[src/rtl/dcm_lock_monitor.sv]
// Frequency-lock monitor: counts clk2x cycles across WINDOW rising edges of an
// asynchronous monitored clock and declares lock after LOCK_COUNT good windows.
`timescale 1ns/1ps
module dcm_lock_monitor #(
    parameter int CNT_W      = 16,
    parameter int WINDOW     = 8,
    parameter int EXPECTED   = 16,
    parameter int TOLERANCE  = 1,
    parameter int LOCK_COUNT = 3,
    parameter int TIMEOUT    = 64
) (
    input  logic             clk2x,
    input  logic             resetb,
    input  logic             mon_clk,
    input  logic             enable,
    input  logic             clr_status,
    output logic             locked,
    output logic             meas_valid,
    output logic [CNT_W-1:0] meas_count,
    output logic [7:0]       status
);
    localparam int EW = $clog2(WINDOW + 1);
    localparam int GW = $clog2(TIMEOUT + 1);
    localparam int LW = $clog2(LOCK_COUNT + 1);
    localparam logic [CNT_W-1:0] CNT_MAX   = '1;
    localparam logic [EW-1:0]    LAST_EDGE = EW'(WINDOW - 1);
    localparam logic [GW-1:0]    GAP_MAX   = GW'(TIMEOUT);
    localparam logic [LW-1:0]    LOCK_MAX  = LW'(LOCK_COUNT);

    typedef enum logic [1:0] {IDLE, ARM, MEASURE} state_t;

    state_t           state_reg, state_next;
    logic [2:0]       sync_reg;
    logic [CNT_W-1:0] cycle_cnt_reg, cycle_cnt_next;
    logic [EW-1:0]    edge_cnt_reg, edge_cnt_next;
    logic [GW-1:0]    gap_cnt_reg, gap_cnt_next;
    logic [LW-1:0]    good_cnt_reg, good_cnt_next;
    logic             locked_reg, locked_next;
    logic             meas_valid_reg, meas_valid_next;
    logic [CNT_W-1:0] meas_count_reg, meas_count_next;
    logic [3:0]       status_reg, status_next;
    logic [3:0]       set_bits;
    logic             timeout;

    logic                    mon_edge;
    logic [CNT_W-1:0]        cycle_inc;
    logic [LW-1:0]           good_inc;
    logic signed [CNT_W:0]   diff, abs_diff;
    logic                    in_tol, saturated;

    assign mon_edge  = sync_reg[1] & ~sync_reg[2];
    assign cycle_inc = (cycle_cnt_reg == CNT_MAX) ? CNT_MAX : cycle_cnt_reg + 1'b1;
    assign good_inc  = (good_cnt_reg == LOCK_MAX) ? LOCK_MAX : good_cnt_reg + 1'b1;
    // One extra bit keeps the subtraction from wrapping for short windows.
    assign diff      = $signed({1'b0, cycle_cnt_reg}) - $signed((CNT_W + 1)'(EXPECTED));
    assign abs_diff  = diff[CNT_W] ? -diff : diff;
    assign in_tol    = abs_diff <= $signed((CNT_W + 1)'(TOLERANCE));
    assign saturated = (cycle_cnt_reg == CNT_MAX);

    always_ff @(posedge clk2x or negedge resetb) begin
        if (!resetb) begin
            sync_reg       <= '0;
            state_reg      <= IDLE;
            cycle_cnt_reg  <= '0;
            edge_cnt_reg   <= '0;
            gap_cnt_reg    <= '0;
            good_cnt_reg   <= '0;
            locked_reg     <= 1'b0;
            meas_valid_reg <= 1'b0;
            meas_count_reg <= '0;
            status_reg     <= '0;
        end else begin
            sync_reg       <= {sync_reg[1:0], mon_clk};
            state_reg      <= state_next;
            cycle_cnt_reg  <= cycle_cnt_next;
            edge_cnt_reg   <= edge_cnt_next;
            gap_cnt_reg    <= gap_cnt_next;
            good_cnt_reg   <= good_cnt_next;
            locked_reg     <= locked_next;
            meas_valid_reg <= meas_valid_next;
            meas_count_reg <= meas_count_next;
            status_reg     <= status_next;
        end
    end

    always_comb begin
        state_next      = state_reg;
        cycle_cnt_next  = cycle_cnt_reg;
        edge_cnt_next   = edge_cnt_reg;
        gap_cnt_next    = gap_cnt_reg;
        good_cnt_next   = good_cnt_reg;
        locked_next     = (good_cnt_reg == LOCK_MAX);
        meas_valid_next = 1'b0;
        meas_count_next = meas_count_reg;
        set_bits        = 4'b0;
        timeout         = 1'b0;

        if (!enable) begin
            state_next     = IDLE;
            cycle_cnt_next = '0;
            edge_cnt_next  = '0;
            gap_cnt_next   = '0;
            good_cnt_next  = '0;
            locked_next    = 1'b0;
        end else begin
            case (state_reg)
                IDLE: state_next = ARM;
                ARM: begin
                    if (mon_edge) begin
                        // cycle_cnt restarts at 1 so it always equals t - t_open.
                        state_next     = MEASURE;
                        cycle_cnt_next = CNT_W'(1);
                        edge_cnt_next  = '0;
                        gap_cnt_next   = '0;
                    end else if (gap_cnt_reg == GAP_MAX) begin
                        timeout = 1'b1;
                    end else begin
                        gap_cnt_next = gap_cnt_reg + 1'b1;
                    end
                end
                MEASURE: begin
                    if (mon_edge) begin
                        gap_cnt_next = '0;
                        if (edge_cnt_reg == LAST_EDGE) begin
                            meas_valid_next = 1'b1;
                            meas_count_next = cycle_cnt_reg;
                            edge_cnt_next   = '0;
                            cycle_cnt_next  = CNT_W'(1);
                            if (in_tol && !saturated) begin
                                good_cnt_next = good_inc;
                            end else begin
                                good_cnt_next = '0;
                                locked_next   = 1'b0;
                                set_bits[1]   = 1'b1;
                                set_bits[2]   = locked_reg;
                                set_bits[3]   = saturated;
                            end
                        end else begin
                            edge_cnt_next  = edge_cnt_reg + 1'b1;
                            cycle_cnt_next = cycle_inc;
                        end
                    end else if (gap_cnt_reg == GAP_MAX) begin
                        timeout = 1'b1;
                    end else begin
                        gap_cnt_next   = gap_cnt_reg + 1'b1;
                        cycle_cnt_next = cycle_inc;
                    end
                end
                default: state_next = IDLE;
            endcase

            if (timeout) begin
                state_next     = ARM;
                cycle_cnt_next = '0;
                edge_cnt_next  = '0;
                gap_cnt_next   = '0;
                good_cnt_next  = '0;
                locked_next    = 1'b0;
                set_bits[0]    = 1'b1;
                set_bits[2]    = locked_reg;
            end
        end

        status_next = (status_reg & ~{4{clr_status}}) | set_bits;
    end

    assign locked     = locked_reg;
    assign meas_valid = meas_valid_reg;
    assign meas_count = meas_count_reg;
    assign status     = {4'b0000, status_reg};
endmodule

[config.mk]
export PLATFORM = sky130hd
export DESIGN_NAME = dcm_lock_monitor
export DESIGN_NICKNAME = d
export VERILOG_FILES = /design/src/rtl/dcm_lock_monitor.sv
export SDC_FILE = /design/constraint.sdc
export NUM_CORES = 1
export LEC_CHECK = 0
export ABC_CLOCK_PERIOD_IN_PS = 3000
export CAP_MARGIN = 10
export CORE_MARGIN = 10
export CORE_UTILIZATION = 25
export CTS_CLUSTER_DIAMETER = 30
export DETAILED_ROUTE_END_ITERATION = 10
export GPL_TIMING_DRIVEN = 0
export HOLD_SLACK_MARGIN = 0.06
export MAX_ROUTING_LAYER = met4
export PLACE_DENSITY = 0.43
export RECOVER_POWER = 25
export SLEW_MARGIN = 0
export SYNTH_ARGS = -nofsm -noshare
export SYNTH_HDL_FRONTEND = slang
export SYNTH_SLANG_ARGS = --single-unit
[constraint.sdc]
create_clock -name clk2x -period 3 [get_ports clk2x]
set_input_delay 0.9 -clock clk2x [delete_from_list [all_inputs] [get_ports clk2x]]
set_output_delay 0.9 -clock clk2x [all_outputs]
set_load 0.01 [all_outputs]
==> results.md <==
- Status: completed
- Leak Pwr: 1.709 nW
- DRT Pass-1 Iters: 4
- P&R area growth vs syn: 18.89%
- Post-detail-place hpwl: 6719 um
- Placed cell area: 3791 sq um
- Slew margin rel.: 0.2074
- Worst Path Arrival: ~3000 ps
- Clk network pwr share: 0.377
- Clk buf depth: 2
- Ys Warns: 0
- Max-cap violations: 0
- Initial antenna violation count: 0
- CTS tree: built
- Buffers on Ports: 25
- Worst Hold Class: reg -> reg
- Clock Sink Count: 56
- Most common cell in the netlist: dfrtp_1
- Max-slew violations: 0
- Unrepaired setup endpoints after global routing: false
- Hold Path Stages: 0
- Async set-reset flop share out of synthesis: 1.000
- Crit path buf inv count: 2
- Logic pwr share: 0.116
- Fill count: between 1000 and 1500
- Routed vias: 2794
- # resized after CTS: 0
- H-Tree Depth: 2
- GRT Total Usage: 0.1036
- Net Sw Frac: 0.2624
- Post-route antenna net violation count: 0
- Reg power frac: 0.507
- CTS Root Cell: clkbuf_16
- Dominant cell type by area after synthesis: dfrtp_1
- Crit end category: flip-flop
- Power per cell area: 390.2 nW/um^2
- Pre-CTS setup slack: 103.9 ps
- Die outline height: ~130 um
- Total internal power: 1.129 mW
- Final Non-Filler Cells: 573
- Final Hold Fails: 0
- Total Power: 1.531 mW
- Largest net degree at the start of global routing: 36
- Unique masters post-synth: 62
- Total global routing overflow: 0
- Crit path time final: between 2000 and 3000 ps
- Commonest cells post-synth: dfrtp_1, nand2_1, nor2_1, a21oi_1, o21ai_0
- CTS Hold Bufs: 0
- R2r worst-path depth: 9
- Layout cell share with drive strength beyond 1: 0.1147
- Synth area leaders: dfrtp_1, nand2_1, a21oi_1
- Vias in the first global route: roughly 2800
- Final instance area: 3923 sq um
- Residual DRC: 0
- EDFF count, synth: 0
- Final wirelength: approximately 9100 um
- Seq/Total Area, Yosys: 0.4247
- # IOs: 31
- Clk pin slew, worst setup/hold paths: 70 ps
- DP Cell Count: 566
- Die width: 134.9 um
- Sw power: 401.6 uW
- Fmax: between 0.3 and 0.4 GHz
- #FFs+latches synth: 56
- Clock Latency Late Sink: 300 ps
- Setup Viol. Count Final: 0
- Std cell rows: 41
- Crit path launch type: flip-flop
- Synthesized area: 3299 sq um
- Worst setup margin: 156.1 ps
- DR iter-0 viols: between 200 and 250
- Slowest Stage Delay on Critical Path: 590 ps
- Synth Area per Inst: between 9 and 10 sq um
- Worst-margin pin slew: 1189 ps
- Avg WL per Cell: 15.94 um
- TritonCTS buffer count: 5
- Crit Path Class: reg -> reg
- Mapped Cells: 365
- Crit Path Max Fanout: 10
- Period utilization: 0.9480
- Clock Skews: roughly 6.6 ps
- Post-CTS Setup Inserts: 0
- Initial core utilization: 0.2583
- First-pass GRT wire length: 14870 um
- CP Depth: 9
- Gpl congestion: about 0.85
- Final nets: 417
- Diode count: 0
- Top cell type's share of synthesized area: 0.4247
- CP max stage cell: a2111oi_0
- Cell family with most CP delay: compound AO/OA/AOI/OAI gates
- Std-Cell Core Area: 12770 sq um
- Die area: 18190 sq um
- Ys flop type: dfrtp_1
- Maximum vdd ir drop: 0.2035 mV
- Worst EP required: between 3000 and 4000 ps
- Via-to-Cell Ratio: around 5
- Crit-path cells: buf_6, inv_1, ha_1, o21bai_1, a2111oi_0, a21oi_1, o22ai_1, nand4_2, a41o_1
-- power groups by stage --
stage	clock network [mW]	logic [mW]	registers (mW)
floorplan	0	0.121	0.788
detailed placement	0	0.181	0.792
CTS	0.606	0.182	0.776
global placement	0	0.176	0.791
global route	0.636	0.203	0.779
finish	0.576	0.177	0.777
-- stage by stage --
step	hold WS (ps)	setup TNS, ps	util
final	349.8	0	0.3071
after detailed placement	336.3	0	0.2968
after global routing	365.8	0	0.3071
after floorplan	331.2	0	-
after global placement	335.6	-50390	0.2956
after CTS	353.6	0	0.3076
-- final cells by class --
class	count	area [sq um]	share of cell area
Clock buffer	5	125.1	0.03190
Tap cell	172	215.2	0.05486
Buffer	26	168.9	0.04306
Sequential cell	56	1401	0.3573
Timing Repair Buffer	26	249.0	0.06348
Multi-Input combinational cell	269	1687	0.4300
Inverter	17	63.81	0.01627
Clock inverter	2	12.51	0.003190
-- worst paths after layout --
check | from | endpoint | slack, ps
min reg2reg | sync_reg[0]$_DFF_PN0_ | sync_reg[1]$_DFF_PN0_ | 350
max reg2reg | cycle_cnt_reg[4]$_DFFE_PN0P_ | status_reg[2]$_DFF_PN0_ | 160
max in group asynchronous | resetb | cycle_cnt_reg[12]$_DFFE_PN0P_ | 670
min | sync_reg[0]$_DFF_PN0_ | sync_reg[1]$_DFF_PN0_ | 350
min in group asynchronous | resetb | edge_cnt_reg[1]$_DFFE_PN0P_ | 820
max | cycle_cnt_reg[4]$_DFFE_PN0P_ | status_reg[2]$_DFF_PN0_ | 160
-- worst register-to-register path: stages, from the launching register on --
cell,delay (ps)
dfrtp_1,500
buf_6,190
inv_1,90
ha_1,310
o21bai_1,250
a2111oi_0,590
a21oi_1,110
o22ai_1,220
nand4_2,210
a41o_1,280
-- cell usage in the layout, fill, tap and decap left out, types with 4 or more instances in the layout --
| cell type | n |
|---|---|
| dfrtp_1 | 56 |
| nand2_1 | 39 |
| nor2_1 | 37 |
| a21oi_1 | 29 |
| clkdlybuf4s50_1 | 23 |
| o21ai_0 | 18 |
| inv_1 | 16 |
| nand3_1 | 16 |
| ha_1 | 11 |
| nor3_1 | 9 |
| nand4_1 | 9 |
| mux2_2 | 8 |
| buf_2 | 7 |
| buf_4 | 6 |
| clkbuf_1 | 6 |
| nand2b_1 | 6 |
| o31ai_1 | 6 |
| buf_6 | 5 |
| xor2_1 | 5 |
| clkbuf_16 | 5 |
| nor3b_1 | 4 |
| and3_1 | 4 |
| mux2i_1 | 4 |
| a31oi_1 | 4 |
| a22oi_1 | 4 |
| conb_1 | 4 |
-- metal layers --
metal / global-route usage / vias up / wire, um
li1: - / 1373 / -
met1: 0.1253 / 1360 / 4181
met2: 0.1696 / 51 / 4458
met3: 0.01929 / 10 / 295
met4: 0.03567 / 0 / 196
met5: - / - / 0
-- cell families after synthesis --
family / after synthesis / share of synthesized area
simple gates: 145 / 0.2264
compound gates: 90 / 0.1779
flops: 56 / 0.4247
buf+inv: 43 / 0.07015
mux: 12 / 0.03944
fa+ha+maj: 11 / 0.04171
xor+xnor: 7 / 0.01858
other cells: 1 / 0.001137
Note: power is estimated with default switching activity, not from simulation.
